[src/rtl/sa_pkg.sv]
// Shared types and sizing for the systolic-array controller and its operand feeder.
package sa_pkg;

    localparam int N_DEF = 4;
    localparam int W_DEF = 32;
    localparam int ACC_W = 2 * W_DEF;
    localparam int CNT_W = $clog2(3 * N_DEF);

    typedef enum logic [1:0] {
        ST_IDLE  = 2'd0,
        ST_CLEAR = 2'd1,
        ST_FEED  = 2'd2,
        ST_DONE  = 2'd3
    } state_e;

    // Feed counter must hold 0 .. 3N-3 for any array size.
    function automatic int feed_cnt_w(input int n);
        return $clog2(3 * n);
    endfunction

endpackage

[src/rtl/sa_skew_feeder.sv]
// Operand buffers for A and B plus the diagonally skewed row/column read-out.
module sa_skew_feeder
    import sa_pkg::*;
#(
    parameter int N  = N_DEF,
    parameter int W  = W_DEF,
    parameter int CW = feed_cnt_w(N)
) (
    input  logic                 clk,
    input  logic                 rst,
    input  logic                 wr_en_i,
    input  logic                 wr_sel_i,
    input  logic [$clog2(N)-1:0] wr_row_i,
    input  logic [$clog2(N)-1:0] wr_col_i,
    input  logic [W-1:0]         wr_data_i,
    input  logic                 feed_en_i,
    input  logic [CW-1:0]        t_i,
    output logic [N*W-1:0]       west_data_o,
    output logic [N*W-1:0]       north_data_o
);

    logic [W-1:0]   a_mem_q [N][N];
    logic [W-1:0]   b_mem_q [N][N];
    logic [N*W-1:0] west_d;
    logic [N*W-1:0] north_d;
    logic [N*W-1:0] west_q;
    logic [N*W-1:0] north_q;
    logic           hit_s;

    // Operand storage keeps its contents through reset so reruns reuse it.
    always_ff @(posedge clk) begin
        if (wr_en_i && !wr_sel_i) begin
            a_mem_q[wr_row_i][wr_col_i] <= wr_data_i;
        end
        if (wr_en_i && wr_sel_i) begin
            b_mem_q[wr_row_i][wr_col_i] <= wr_data_i;
        end
    end

    // Row i / column i carry element k when t == i + k; at most one k matches.
    always_comb begin
        west_d  = '0;
        north_d = '0;
        hit_s   = 1'b0;
        for (int i = 0; i < N; i++) begin
            for (int k = 0; k < N; k++) begin
                hit_s = feed_en_i && (t_i == CW'(i + k));
                west_d[i*W +: W]  = west_d[i*W +: W]  | ({W{hit_s}} & a_mem_q[i][k]);
                north_d[i*W +: W] = north_d[i*W +: W] | ({W{hit_s}} & b_mem_q[k][i]);
            end
        end
    end

    // Registered feeds toward the array edges.
    always_ff @(posedge clk or posedge rst) begin
        if (rst) begin
            west_q  <= '0;
            north_q <= '0;
        end else begin
            west_q  <= west_d;
            north_q <= north_d;
        end
    end

    assign west_data_o  = west_q;
    assign north_data_o = north_q;

endmodule

[src/rtl/systolic_controller.sv]
// Run sequencer for an NxN output-stationary systolic array: clear, skewed feed, done.
module systolic_controller
    import sa_pkg::*;
#(
    parameter int N = N_DEF,
    parameter int W = W_DEF
) (
    input  logic                 clk,
    input  logic                 rst,
    input  logic                 start,
    input  logic                 ld_en,
    input  logic                 ld_sel,
    input  logic [$clog2(N)-1:0] ld_row,
    input  logic [$clog2(N)-1:0] ld_col,
    input  logic [W-1:0]         ld_data,
    output logic [N*W-1:0]       west_data,
    output logic [N*W-1:0]       north_data,
    output logic                 arr_clr,
    output logic                 busy,
    output logic                 done,
    output logic                 result_valid
);

    localparam int CW = feed_cnt_w(N);
    localparam logic [CW-1:0] T_LAST = CW'(3 * N - 3);

    state_e        state_q;
    state_e        state_d;
    logic [CW-1:0] t_q;
    logic [CW-1:0] t_d;
    logic          arr_clr_q;
    logic          busy_q;
    logic          done_q;
    logic          result_valid_q;
    logic          feed_en_s;
    logic          wr_en_s;

    // Next-state and feed-counter selection.
    always_comb begin
        state_d = state_q;
        t_d     = t_q;
        case (state_q)
            ST_IDLE: begin
                if (start) begin
                    state_d = ST_CLEAR;
                end else begin
                    state_d = ST_IDLE;
                end
                t_d = '0;
            end
            ST_CLEAR: begin
                state_d = ST_FEED;
                t_d     = '0;
            end
            ST_FEED: begin
                if (t_q == T_LAST) begin
                    state_d = ST_DONE;
                    t_d     = '0;
                end else begin
                    state_d = ST_FEED;
                    t_d     = t_q + CW'(1);
                end
            end
            ST_DONE: begin
                state_d = ST_IDLE;
                t_d     = '0;
            end
            default: begin
                state_d = ST_IDLE;
                t_d     = '0;
            end
        endcase
    end

    assign feed_en_s = (state_d == ST_FEED);
    assign wr_en_s   = ld_en && !busy_q;

    // State register with outputs decoded from the next state so they align with it.
    always_ff @(posedge clk or posedge rst) begin
        if (rst) begin
            state_q        <= ST_IDLE;
            t_q            <= '0;
            arr_clr_q      <= 1'b0;
            busy_q         <= 1'b0;
            done_q         <= 1'b0;
            result_valid_q <= 1'b0;
        end else begin
            state_q   <= state_d;
            t_q       <= t_d;
            arr_clr_q <= (state_d == ST_CLEAR);
            busy_q    <= (state_d == ST_CLEAR) || (state_d == ST_FEED);
            done_q    <= (state_d == ST_DONE);
            if (state_d == ST_DONE) begin
                result_valid_q <= 1'b1;
            end else if (state_d == ST_CLEAR) begin
                result_valid_q <= 1'b0;
            end else begin
                result_valid_q <= result_valid_q;
            end
        end
    end

    sa_skew_feeder #(
        .N (N),
        .W (W),
        .CW(CW)
    ) u_feeder (
        .clk         (clk),
        .rst         (rst),
        .wr_en_i     (wr_en_s),
        .wr_sel_i    (ld_sel),
        .wr_row_i    (ld_row),
        .wr_col_i    (ld_col),
        .wr_data_i   (ld_data),
        .feed_en_i   (feed_en_s),
        .t_i         (t_d),
        .west_data_o (west_data),
        .north_data_o(north_data)
    );

    assign arr_clr      = arr_clr_q;
    assign busy         = busy_q;
    assign done         = done_q;
    assign result_valid = result_valid_q;

endmodule

[config.mk]
export PLATFORM = sky130hd
export DESIGN_NAME = systolic_controller
export DESIGN_NICKNAME = d
export VERILOG_FILES = /design/src/rtl/sa_pkg.sv /design/src/rtl/sa_skew_feeder.sv /design/src/rtl/systolic_controller.sv
export SDC_FILE = /design/constraint.sdc
export NUM_CORES = 1
export LEC_CHECK = 0
export ABC_AREA = 0
export BUFFER_PORTS_ARGS = -buffer_cell sky130_fd_sc_hd__clkbuf_2
export CORE_MARGIN = 2
export CORE_UTILIZATION = 52
export CTS_CLUSTER_SIZE = 14
export DETAILED_ROUTE_END_ITERATION = 8
export GPL_ROUTABILITY_DRIVEN = 0
export PLACE_DENSITY = 0.73
export SKIP_CTS_REPAIR_TIMING = 1
export SLEW_MARGIN = 20
export SYNTH_ARGS = -nofsm -noshare
export SYNTH_HDL_FRONTEND = slang
export SYNTH_SLANG_ARGS = --single-unit
[constraint.sdc]
create_clock -name clk -period 29.3 [get_ports clk]
set_clock_uncertainty 0.2 [all_clocks]
set_input_delay 7.325 -clock clk [delete_from_list [all_inputs] [get_ports clk]]
set_output_delay 7.325 -clock clk [all_outputs]
set_load 0.005 [all_outputs]
Word-level counts from Yosys, hierarchy flattened. Memories as Yosys holds them, arrays and structs flattened. Cells that the tools add are included.

Register bits after elaboration: 266. ROM bits: 0. Bits in writable memories: 1024. Latch bits: 0. Memories kept: 2.

Memories: u_feeder.a_mem_q (words 4, bits a word 128, read ports 4, clocked after memory_dff 0, wr ports 1, line sa_skew_feeder.sv:22) `logic [W-1:0] a_mem_q [N][N];`; u_feeder.b_mem_q (words 4, bits a word 128, read ports 4, clocked after memory_dff 0, wr ports 1, line sa_skew_feeder.sv:23) `logic [W-1:0] b_mem_q [N][N];`.

Bitwise gates (word level): 57. Reduce and logical (&&, ||, !) cells: 18. Multiplexer cells: 13. Equality and inequality tests: 13. Add/sub/neg operators: 1. Shift operators: 0. Divide/modulo/power cells: 0. Multiply operators: 0. Order comparisons: 2.

Operators by type and width (number): bitwise AND 32 bit (32); OR 32 bit (24); two-way mux 128 bit (2); demux 32 bit (select 2 bit) (1); two-way mux 32 bit (1); == test 4 x 3 -> 1 bit, second input constant (3); logical AND 1 bit (11); == test 2 bit, second input constant (4); == test 4 x 2 -> 1 bit, second input constant (2); one-hot mux 2 bit (4 select lines) (1); one-hot mux 4 bit (2 select lines) (1); two-way mux 1 bit (6); adder 4 x 1 -> 4 bit, second input constant (1); == test 2 x 1 -> 1 bit, second input constant (2); == test 4 x 1 -> 1 bit, second input constant (1); == test 4 bit, second input constant (1); zero test 4 bit (1); two-way mux 4 bit (1); >= comparator 3 bit, second input constant (1); less-than comparator 3 x 1 -> 1 bit, second input constant (1); NOT 2 -> 3 bit (1); OR reduction 3 bit (1); zero test 1 bit (2); zero test 2 bit (1); other kinds (2) (2).

Longest topological paths before layout.
Depth after elaboration: 9. Depth in mapped cells: 13.

Hierarchy. Synthesis repeated with hierarchy kept, for this count alone.

Cell total of the unflattened synthesis: 2413. Area, all modules: 45416.1 sq um.

By module, submodules not included: sa_skew_feeder (times used 1, area an instance 44925.6 sq um, cells an instance 2370); systolic_controller (times used 1, area an instance 490.5 sq um, cells an instance 43).

Worst setup path before layout. Ideal clock, no wire load.

Path type: input to register. Start: in ld_sel. End: mem u_feeder.a_mem_q[0][0] (netlist name), enable pin. Data arrival time: 9.210 ns. Stages on the path: 3. Data required time: 28.679 ns. Slack: 19.468 ns. Library setup time: 0.421 ns. Cell sequence: nor3b_1 > nand3_1 > nor2_1.

Longest elaborated chain between the ends: 4.

RTL lines: start, declared (line systolic_controller.sv:12) `input logic ld_sel,`; zero test 1 bit (line sa_skew_feeder.sv:32) `if (wr_en_i && !wr_sel_i) begin`; logical AND 1 bit (line sa_skew_feeder.sv:32); two-way mux 1 bit (line sa_skew_feeder.sv:32); two-way mux 128 bit (not written as such) (line sa_skew_feeder.sv:33) `a_mem_q[wr_row_i][wr_col_i] <= wr_data_i;`; end, declared (line sa_skew_feeder.sv:22).

Every way passes these cells.

Worst setup path after layout.
Start: in start. End: reg u_feeder.west_q[65], in the netlist u_feeder.west_data_o[65].

Longest elaborated chain between the ends: 8. Elaborated cells on any way between the ends: 14. Classes of those cells: eq/ne (1); mux (2); bitwise (7); reduce/logical (4).

RTL lines: start, declared (line systolic_controller.sv:10) `input logic start,`; two-way mux 1 bit * (line systolic_controller.sv:44) `if (start) begin`; one-hot mux 2 bit (4 select lines) * (line systolic_controller.sv:42) `case (state_q)`; == test 2 bit * (line systolic_controller.sv:75) `assign feed_en_s = (state_d == ST_FEED);`; logical AND 1 bit (line sa_skew_feeder.sv:47) `hit_s = feed_en_i && (t_i == CW'(i + k));`; bitwise AND 32 bit (line sa_skew_feeder.sv:48) `west_d[i*W +: W] = west_d[i*W +: W] | ({W{hit_s}} & a_mem_q[i][k]);`; OR 32 bit (2 in a row) (line sa_skew_feeder.sv:48); OR 32 bit * (line sa_skew_feeder.sv:48); net u_feeder.west_d[65] (line sa_skew_feeder.sv:24) `logic [N*W-1:0] west_d;`; end signal, assigned (line sa_skew_feeder.sv:60) `west_q <= west_d;`; end, declared (line sa_skew_feeder.sv:26) `logic [N*W-1:0] west_q;`.

The timed path passes the listed nets; every way through them passes the cells marked *. A chain may end at the register's enable or synchronous reset.

==> metrics.cfg <==
[run_status]
run_status = finished clean

[drt]
wl_per_cell_um = 27.5
vias = 23900
drtIter0Drc = 2705
ant_nets = 0
route.detailed.drc = 0
first_pass_iters = 8
vias_per_cell = 6.07
wl_mm = 108

[setup_path]
criticalPathCategory = in2reg
crit_path_start_kind = input port
reg2regPathDepth = 9
reg2reg_from = t_q[0]
reg2reg_to = u_feeder.west_data_o[65]
rrSetupSlack_ns = 24.18
cp_max_fo = 82
cp_data_required_time_ns = 29.71
cp-end-kind = register
critPathArrivalTime_ns = 10.95

[power]
ir_drop_uv = 64.4
total_power_mw = 4.31
p_leak_nw = 18.4
power.density_nw_per_um2 = 83.9

[timing]
period_share_pct = 36.0
clock.fmax_mhz = 94.8
slew_headroom_pct = 26.1
hold_violations = 0
setup_viol = 0
fin_crit_ns = 10.54
slew_violations = 0
tightest_slew_ns = 1.11
rsz0062_at_grt = no
finalSetupTns_ns = 0

[clocking]
cts_tree = done
root_buffer = clkbuf_16
numCtsBuffers = 117
clock-sinks = 1290
clkLatencyLatePin_ns = 0.70
clock_path_buffers = 3
htreeDepth = 3
clk_pin_slew_worst_paths_ns = 0.06

[grt]
grt_max_degree = 146
grt.overflow.total = 0
grt_use_total_pct = 24.3
grt_pass1_vias = 24000
antenna_found_initial = 5
grt_pass1_wl_mm = 159

[synth]
ys_types = 41
synth_top_area_share_pct = 68.7
ys.flop_type = edfxtp_1
yosys_warnings = 0
ys_ff_latch = 1290
ys_top_cells_by_area = edfxtp_1, dfrtp_1, a221o_1, a22oi_1, nor2_1
synth_largest_area_cell = edfxtp_1
synth_edf_count = 1024
ys_seq_area_share_pct = 83.6
syn_nets = 2441
netlist_area_um2 = 44800
async_flop_share_pct = 20.6
netlist_instances = 2393
synth.avg_cell_area_um2 = 18.7

[hold_path]
worstHoldPathCells = 1
hold_start = u_feeder.a_mem_q[0][96]
min_to = u_feeder.west_data_o[0]
min_path_type = reg2reg

[final_layout]
drive_gt1_share_pct = 20.3
final_nets = 2740
synthToLayoutAreaGrowth_pct = 14.8

[floorplan]
coreArea_um2 = 85300
die_w_um = 297
ios = 301
die_y_um = 297
num_rows = 107
dieArea_um2 = 88400
initial_core_util_pct = 52.5

[placed_design]
io_buffers = 300
post-dp-hpwl_mm = 56.6

[flow_run]
drv_cap = 0

==> flip-flops by register name, summed over array words and instances (netlist names) <==
name,count
result_valid,1
done,1
arr_clr,1
u_feeder.west_data_o,128
u_feeder.north_data_o,128
u_feeder.a_mem_q,512
t_q,4
busy,1
state_q,2
u_feeder.b_mem_q,512
==> how the worst max path moves through the flow <==
stage | startpoint | endpoint | slack (ns) | cells past startpoint
after floorplan | rst | arr_clr | 14.45 | 1
after global placement | start | u_feeder.north_data_o[77] | 18.11 | 7
after detailed placement | start | u_feeder.west_data_o[70] | 18.02 | 7
after CTS | start | u_feeder.west_data_o[70] | 18.74 | 7
after global routing | start | u_feeder.north_data_o[100] | 18.53 | 7
final | start | u_feeder.west_data_o[65] | 18.76 | 7
==> Yosys cell counts (4+ instances only) <==
master and instances:
buf_1 19, nor3b_1 4, buf_2 45, a221o_1 256
nor3_1 66, nand3_1 4, nor2b_1 69, clkbuf_1 92
a22oi_1 192, nor2_1 227, buf_4 11, a32oi_1 64
ha_1 7, dfrtp_1 266, nand2_1 9, inv_1 8
edfxtp_1 1024
==> per-stage QoR <==
stage | hold WS, ns | utilization (%) | instance area [µm²] | setup slack, ns | instances
5_1_grt | 0.280 | 60.3 | 51400 | 18.53 | 3940
2_1_floorplan | 0.255 | - | 44800 | 14.45 | 2393
4_1_cts | 0.261 | 60.1 | 51300 | 18.74 | 3935
3_3_place_gp | 0.258 | 55.7 | 47500 | 18.11 | 3711
6_report | 0.260 | 60.3 | 51400 | 18.76 | 3944
3_5_place_dp | 0.262 | 55.7 | 47500 | 18.02 | 3712
==> critical path, cell delays in order <==
cell and delay, ns:
clkbuf_2 0.11, a21oi_1 0.26, ha_1 0.39, and3b_4 0.89
and2_4 0.70, buf_4 0.82, a221o_1 0.29
==> layout by cell type, fill, tap and decap left out, drive strengths merged, types with 7 or more instances in the layout <==
| cell | instances |
|---|---|
| a32oi | 64 |
| nor2 | 227 |
| nor2b | 69 |
| nand2 | 9 |
| ha | 7 |
| clkinv | 44 |
| nor3 | 66 |
| buf | 48 |
| a221o | 256 |
| a22oi | 192 |
| dfrtp | 266 |
| inv | 12 |
| edfxtp | 1024 |
| clkbuf | 465 |
==> area by class of cell <==
type                            count  area, µm²
Sequential cell                  1290      37400
Clock inverter                     58        499
Antenna cell                        4       10.0
Clock buffer                      165       3260
Inverter                            8       37.5
Fill cell                        6038      33900
Timing Repair Buffer              348       1980
Tap cell                         1144       1430
Multi-Input combinational cell    927       6770
==> per-layer routing <==
metal / track usage (%) / vias to the layer above / routed length [µm] / share of wire [%]
met2: 39.3 / 1085 / 53500 / 49
met4: 7.84 / 10 / 2940 / 2.7
met3: 4.51 / 175 / 8570 / 7.9
met1: 33.6 / 12400 / 43400 / 40
li1: - / 10300 / - / -
met5: 0 / - / 57 / 0.053
==> kinds of logic (layout without fill, tap and decap cells) <==
logic type	after synthesis	count (layout)	synth area share, %
AO/OA/AOI/OAI	521	521	10.4
adder cells (fa/ha/maj)	7	7	0.196
flip-flops	1290	1290	83.6
multiplexers	1	1	0.0252
AND/OR/NAND/NOR	396	396	4.10
XOR/XNOR	2	2	0.0391
other	0	4	0
buffers and inverters	176	579	1.70
==> report_power, final <==
part           internal (mW)  switching [mW]  total, mW  leakage [nW]
combinational          0.243           0.410      0.653          3.71
clock                  0.829           0.648       1.48          1.83
sequential              2.10          0.0860       2.18          12.8
No activity file was read; power rests on OpenSTA's default activity.
